--- config.mk ---
export PLATFORM = sky130hd
export DESIGN_NAME = rr_burst_arbiter
export DESIGN_NICKNAME = d
export VERILOG_FILES = /design/src/rtl/rr_burst_arbiter.sv
export SDC_FILE = /design/constraint.sdc
export NUM_CORES = 1
export LEC_CHECK = 0
export ABC_AREA = 1
export CAP_MARGIN = 20
export CORE_MARGIN = 5
export CORE_UTILIZATION = 31
export CTS_BUF_LIST = sky130_fd_sc_hd__clkbuf_4
export CTS_CLUSTER_DIAMETER = 30
export DETAILED_ROUTE_END_ITERATION = 10
export GPL_TIMING_DRIVEN = 0
export PLACE_DENSITY = 0.92
export RECOVER_POWER = 100
export SKIP_CTS_REPAIR_TIMING = 1
export SLEW_MARGIN = 20
export SYNTH_ARGS = -nofsm -noshare
export SYNTH_HDL_FRONTEND = slang
export SYNTH_SLANG_ARGS = --single-unit
--- constraint.sdc ---
create_clock -name clk -period 4.1 [get_ports clk]
set_input_delay 0.615 -clock clk [delete_from_list [all_inputs] [get_ports clk]]
set_output_delay 0.615 -clock clk [all_outputs]
set_load 0.005 [all_outputs]
--- src/rtl/rr_burst_arbiter.sv ---
// Round-robin arbiter sharing one valid/ready stream among N requesters with burst locking.
// Latency: grant is taken one cycle after a request in IDLE; beats then pass combinationally.
// Backpressure: out_ready feeds only the holder's in_ready; the beat counter holds while stalled.
module rr_burst_arbiter #(
  parameter int N         = 4,
  parameter int W         = 32,
  parameter int MAX_BURST = 16
) (
  input  logic                             clk,
  input  logic                             rst_n,
  input  logic [N-1:0]                     in_valid,
  input  logic [N*W-1:0]                   in_data,
  input  logic [N-1:0]                     in_last,
  output logic [N-1:0]                     in_ready,
  output logic                             out_valid,
  output logic [W-1:0]                     out_data,
  output logic                             out_last,
  input  logic                             out_ready,
  output logic [((N > 1) ? $clog2(N) : 1)-1:0] out_src,
  output logic                             busy
);

  localparam int SW    = (N > 1) ? $clog2(N) : 1;
  localparam int CW    = (MAX_BURST > 0) ? (($clog2(MAX_BURST + 1) > 1) ? $clog2(MAX_BURST + 1) : 1) : 1;
  localparam int CAP_I = (MAX_BURST > 0) ? (MAX_BURST - 1) : 0;
  localparam logic [CW-1:0] CAP_LAST = CW'(CAP_I);

  typedef enum logic {IDLE, LOCKED} state_t;

  state_t        state;
  logic [SW-1:0] g;
  logic [SW-1:0] ptr;
  logic [CW-1:0] cnt;
  logic [SW-1:0] win;
  logic          xfer;
  logic          release_now;

  // Rotating-priority pick: (ptr+1) mod N is highest; scan downwards so the best index is written last.
  always_comb begin
    win = '0;
    for (int k = N; k >= 1; k--) begin
      if (in_valid[(int'(ptr) + k) % N]) begin
        win = SW'((int'(ptr) + k) % N);
      end
    end
  end

  // A beat moves only while locked; release on last or when the fairness cap is reached.
  always_comb begin
    xfer        = (state == LOCKED) && in_valid[g] && out_ready;
    release_now = xfer && (in_last[g] || ((MAX_BURST != 0) && (cnt == CAP_LAST)));
  end

  // Combinational grant path: the holder is muxed straight through with no per-beat latency.
  always_comb begin
    in_ready  = '0;
    out_valid = 1'b0;
    out_data  = '0;
    out_last  = 1'b0;
    out_src   = '0;
    busy      = 1'b0;
    if (state == LOCKED) begin
      out_valid   = in_valid[g];
      out_data    = in_data[int'(g)*W +: W];
      out_last    = in_last[g];
      in_ready[g] = out_ready;
      out_src     = g;
      busy        = 1'b1;
    end
  end

  // Grant FSM: IDLE picks a winner, LOCKED holds it until release, then one idle bubble.
  always_ff @(posedge clk) begin
    if (!rst_n) begin
      state <= IDLE;
      g     <= '0;
      ptr   <= SW'(N - 1);
      cnt   <= '0;
    end else begin
      case (state)
        IDLE: begin
          if (|in_valid) begin
            g     <= win;
            cnt   <= '0;
            state <= LOCKED;
          end
        end
        LOCKED: begin
          if (release_now) begin
            ptr   <= g;
            cnt   <= '0;
            state <= IDLE;
          end else if (xfer) begin
            cnt <= cnt + CW'(1);
          end
        end
        default: state <= IDLE;
      endcase
    end
  end

endmodule

# After elaboration in Yosys (flattened, before gate mapping)
# Cells that the tools add are included.
[totals]
register_bits = 10
[op_classes]
addsub = 5
n_lt_le_gt_ge = 6
eq_ne = 3
shifts = 1
mux = 35
bitwise = 6
n_reduce_logical = 13
[ops]
columns = ["operator", "n"]
rows = [
  ["variable part select 128 x 8 -> 32 bit", 1],
  ["two-way mux 32 bit", 1],
  ["less-than comparator 3 x 4 -> 1 bit (second input constant)", 4],
  ["two-way mux 1 bit", 16],
  ["two-way mux 5 bit", 3],
  ["binary-select mux 1 bit (select 2 bit)", 6],
  ["two-way mux 2 bit", 5],
  ["case mux 5 bit (2 select lines)", 1],
  ["OR reduction 2 bit", 4],
  ["AND reduction 2 bit", 3],
  ["adder 5 x 1 -> 5 bit (second input constant)", 1],
  ["equality test 5 x 4 -> 1 bit (second input constant)", 1],
  ["adder 2 x 1 -> 2 bit (second input constant)", 2],
  ["adder 2 bit (second input constant)", 2],
  ["bitwise AND 1 bit (first input constant)", 4],
  ["bitwise AND 4 bit", 1],
  ["logical AND 1 bit", 4],
  ["two-way mux 4 bit", 1],
  ["OR reduction 4 bit", 1],
  ["less-than comparator 2 x 3 -> 1 bit (second input constant)", 1],
  ["!= test 3 x 1 -> 1 bit (second input constant)", 1],
  ["demux 1 bit (select 2 bit)", 1],
  ["greater-or-equal comparator 2 x 1 -> 1 bit (second input constant)", 1],
  ["!= test 2 bit (second input constant)", 1],
  ["other kinds (3)", 3],
]

# Logic depth before layout (Yosys ltp)
[logic_depth]
ltp_word = 10
mapped_depth = 12
ltp_nobuf = 12

# Worst setup path before layout
# OpenSTA, ideal clock, no wires.
[synth_timing]
kind = "register to output"
startpoint = "register g[0]"
endpoint = "output port out_data[10]"
arrival_time_ns = 1.144
setup_slack_ns = 2.341
stages_incl_launch_ff = 6
path_buffers = 2
path_cell_list = "dfxtp_1 buf_4 nor2_1 buf_2 nand2_1 a31oi_1"
[synth_via]
elab_chain_len = 2
[synth_lines]
columns = ["element", "line_no", "text"]
rows = [
  ["start: declaration", "31", "logic [SW-1:0] g;"],
  ["start signal: assignment", "83", "g <= win;"],
  ["variable part select 128 x 8 -> 32 bit", "64", "out_data = in_data[int'(g)*W +: W];"],
  ["two-way mux 32 bit", "62", "if (state == LOCKED) begin"],
  ["end: declaration", "16", "output logic [W-1:0] out_data,"],
]
# Every way passes these cells.

# Worst setup path after layout
[layout_timing]
startpoint = "register g[0]"
endpoint = "output port out_data[7]"
# The elaborated chain is that of the path after synthesis.

==> impl_metrics.yaml <==
status:
  run_status: "complete, no violations"
sta:
  setup_viol: 0
  relSlewSlack_pct: 66.2
  timing.final.crit_share_pct: 80.4
  max_freq_mhz: 303
  hold_violations: 0
  worst_clock_skew_ns: 0.00692
  worst_slew_pin_slew_ns: 0.508
  rsz_0062_raised_after_global_routing: "no"
  fin_setup_tns_ns: 0
  period_minus_slack_ns: 3.30
  slew_viol_final: 0
synth:
  synth-async-reset-ratio_pct: 0
  synth_top_family_by_area: "simple AND/OR/NAND/NOR gates"
  most_used_standard_cell_by_instance_count_after_synthesis: "sky130_fd_sc_hd__nand2_1"
  fraction_of_synthesized_cell_area_taken_by_the_top_area_cell_type_pct: 32.1
  post-synth-top-area-cell: "sky130_fd_sc_hd__nand2_1"
  avgSynthCellArea_um2: 5.25
  synth.cells.most_frequent: "138 x sky130_fd_sc_hd__nand2_1, 32 x sky130_fd_sc_hd__a22oi_1, 32 x sky130_fd_sc_hd__a31oi_1, 24 x sky130_fd_sc_hd__inv_1, 13 x sky130_fd_sc_hd__nor2_1"
  mappedNetlistNets: 448
  yosys.cell_types.count: 22
  synth_fa_ha_area_share_pct: 1.55
  synth.yosys.seq_area_share_pct: 12.4
  compound_gate_fraction_of_synth_area_pct: 31.6
  cell_area_synth_mm2: 0.00161
  synthesis.yosys.warnings: 0
  synth.area.mux_share_pct: 0
  syn-instance-count: 307
  dominantRegCellSynth: "sky130_fd_sc_hd__dfxtp_1"
  synth-xor-area-share_pct: 0
  ys_top_cells_by_area: "sky130_fd_sc_hd__nand2_1 32%, sky130_fd_sc_hd__a22oi_1 15%, sky130_fd_sc_hd__a31oi_1 12%, sky130_fd_sc_hd__dfxtp_1 12%, sky130_fd_sc_hd__inv_1 5.6%"
  post_synthesis_share_of_cell_area_spent_on_and_or_nand_and_nor_gates_pct: 42.2
  synth_edf_count: 0
  postSynthRegisterBits: 10
cts:
  root_buffer: "sky130_fd_sc_hd__clkbuf_4"
  cts_buffers: 3
  insertion_delay_ns: 0.27
  clock_transition_at_the_registers_of_the_reported_paths_ns: 0.07
  clock_tree.buffer_depth: 2
  tritoncts: "yes"
  clock_tree.htree_level_count: 1
  clkSinkCount: 10
setup_path:
  endpoint_class_of_the_critical_path: "primary output"
  critical_path_startpoint_category: "register"
  worst_ep_required_time_ns: 3.48
  critical_path_class: "reg2out"
  worst-endpoint-arrival_ns: 2.68
  critical_path.max_fanout: 10
power_and_ir_drop:
  power.ir.vdd_worst_mv: 0.142
  leakage_nw: 1.50
  cellPowerDensity_mw_per_mm2: 175
  p_total_mw: 0.612
cells_and_area:
  fin_nets: 632
  area_growth_syn_to_layout_pct: 118
  antenna_cells: 0
  num-fill-cells: 457
  layout-drive-gt1-share_pct: 3.88
  final_cell_count_no_fill: 560
floorplan:
  start_util_pct: 31.8
  design.portCount: 180
  core-area_mm2: 0.00507
  die_outline_area_mm2: 0.00674
  row_count: 26
  die_x_um: 82.1
  die_h_um: 82.1
global_routing:
  global_route.overflow_total: 0
  maximum_number_of_pins_on_one_net_before_global_route_repair: 11
  first_global_vias: 2606
  grt_usage_pct: 23.9
  grt_first_pass_wirelength_um: 12700
  antenna_found_initial: 0
routing:
  detailed_route_wire_length_um: 9050
  viasPerCell: 4.99
  post-route-drc-count: 0
  route.vias.total: 2796
  drt_pass1_iterations: 5
  ant_nets: 0
  drt-wirelength-per-cell_um: 16.2
  count_of_routing_violations_after_the_opening_detailed_route_iteration: 91
place:
  dpl.cell_count: 556
  gp_routability_congestion: 0.819
  dp_hpwl_um: 7530
  place.port_buffers: 179
run:
  max_cap_violations: 0
min_path:
  min-delay-path-class: "reg2reg"
==> worst paths after layout <==
path | start | endpoint | slack (ns) | cells past startpoint
min reg2reg | cnt[3]$_SDFFE_PN0P_ | cnt[3]$_SDFFE_PN0P_ | 0.52 | 4
min | cnt[3]$_SDFFE_PN0P_ | cnt[3]$_SDFFE_PN0P_ | 0.52 | 4
max | g[0]$_SDFFE_PN0P_ | out_data[7] | 0.80 | 7
max reg2reg | g[0]$_SDFFE_PN0P_ | cnt[2]$_SDFFE_PN0P_ | 2.38 | 10
==> layer usage <==
layer / track usage [%] / wire, um / vias up
met5: 0 / 0 / -
met4: 3.65 / 76 / 0
met3: 6.62 / 994 / 6
met2: 43.8 / 4480 / 141
met1: 28.1 / 3490 / 1243
li1: - / - / 1406
==> where the power goes <==
part / internal [mW] / total (mW) / switching, mW
sequential: 0.103 / 0.109 / 0.00634
combinational: 0.243 / 0.431 / 0.188
clock: 0.0353 / 0.0715 / 0.0362
total: 0.381 / 0.612 / 0.231
==> cell type report <==
class / count / area [um2] / area share, %
buffer: 18 / 76.3 / 2.18
clock buffer: 3 / 22.5 / 0.642
clock inverter: 1 / 3.75 / 0.107
inverter: 30 / 113 / 3.21
multi-input combinational: 249 / 1210 / 34.5
sequential: 10 / 200 / 5.71
tap: 70 / 87.6 / 2.50
timing repair buffer: 179 / 1790 / 51.1
==> registers in the layout (all words and copies together) (netlist names) <==
signal / flops
state: 1
cnt: 5
g: 2
ptr: 2
==> placed cells by master, fill, tap and decap left out, types with 2 or more instances in the layout <==
cell type	instances
sky130_fd_sc_hd__o21ai_1	2
sky130_fd_sc_hd__a21oi_1	5
sky130_fd_sc_hd__dlygate4sd3_1	35
sky130_fd_sc_hd__nand3_1	11
sky130_fd_sc_hd__ha_1	2
sky130_fd_sc_hd__clkbuf_4	3
sky130_fd_sc_hd__o21ai_0	2
sky130_fd_sc_hd__dfxtp_1	10
sky130_fd_sc_hd__nor3_1	4
sky130_fd_sc_hd__o211ai_1	2
sky130_fd_sc_hd__clkbuf_1	11
sky130_fd_sc_hd__nand2_1	139
sky130_fd_sc_hd__inv_2	5
sky130_fd_sc_hd__clkdlybuf4s50_1	144
sky130_fd_sc_hd__a22oi_1	32
sky130_fd_sc_hd__buf_2	7
sky130_fd_sc_hd__inv_1	25
sky130_fd_sc_hd__a31oi_1	32
sky130_fd_sc_hd__nor2_1	13
==> through the flow <==
step	hold slack (ns)	utilization [%]	cell area [um2]	worst slack (ns)
after floorplan	0.496	-	1610	2.34
after global placement	0.511	68.8	3490	1.46
after detailed placement	0.512	68.8	3490	1.44
after CTS	0.523	69.3	3520	1.27
after global routing	0.573	69.1	3510	0.546
final	0.520	69.1	3510	0.804
==> cell families (layout without fill, tap and decap cells) <==
family	count (synthesis)	after routing
AOI/OAI and AO/OA	76	76
adders and majority gates	2	2
buffers and inverters	48	231
DFF	10	10
and+or+nand+nor	171	171
==> critical path, stage by stage (launching register included) <==
cell                            delay (ns)
sky130_fd_sc_hd__dfxtp_1              0.41
sky130_fd_sc_hd__clkbuf_1             0.38
sky130_fd_sc_hd__nand2_1              0.12
sky130_fd_sc_hd__inv_1                0.16
sky130_fd_sc_hd__clkbuf_1             0.40
sky130_fd_sc_hd__nand2_1              0.14
sky130_fd_sc_hd__a31oi_1              0.21
sky130_fd_sc_hd__dlygate4sd3_1        0.59
(Power assumes the default switching activity.)
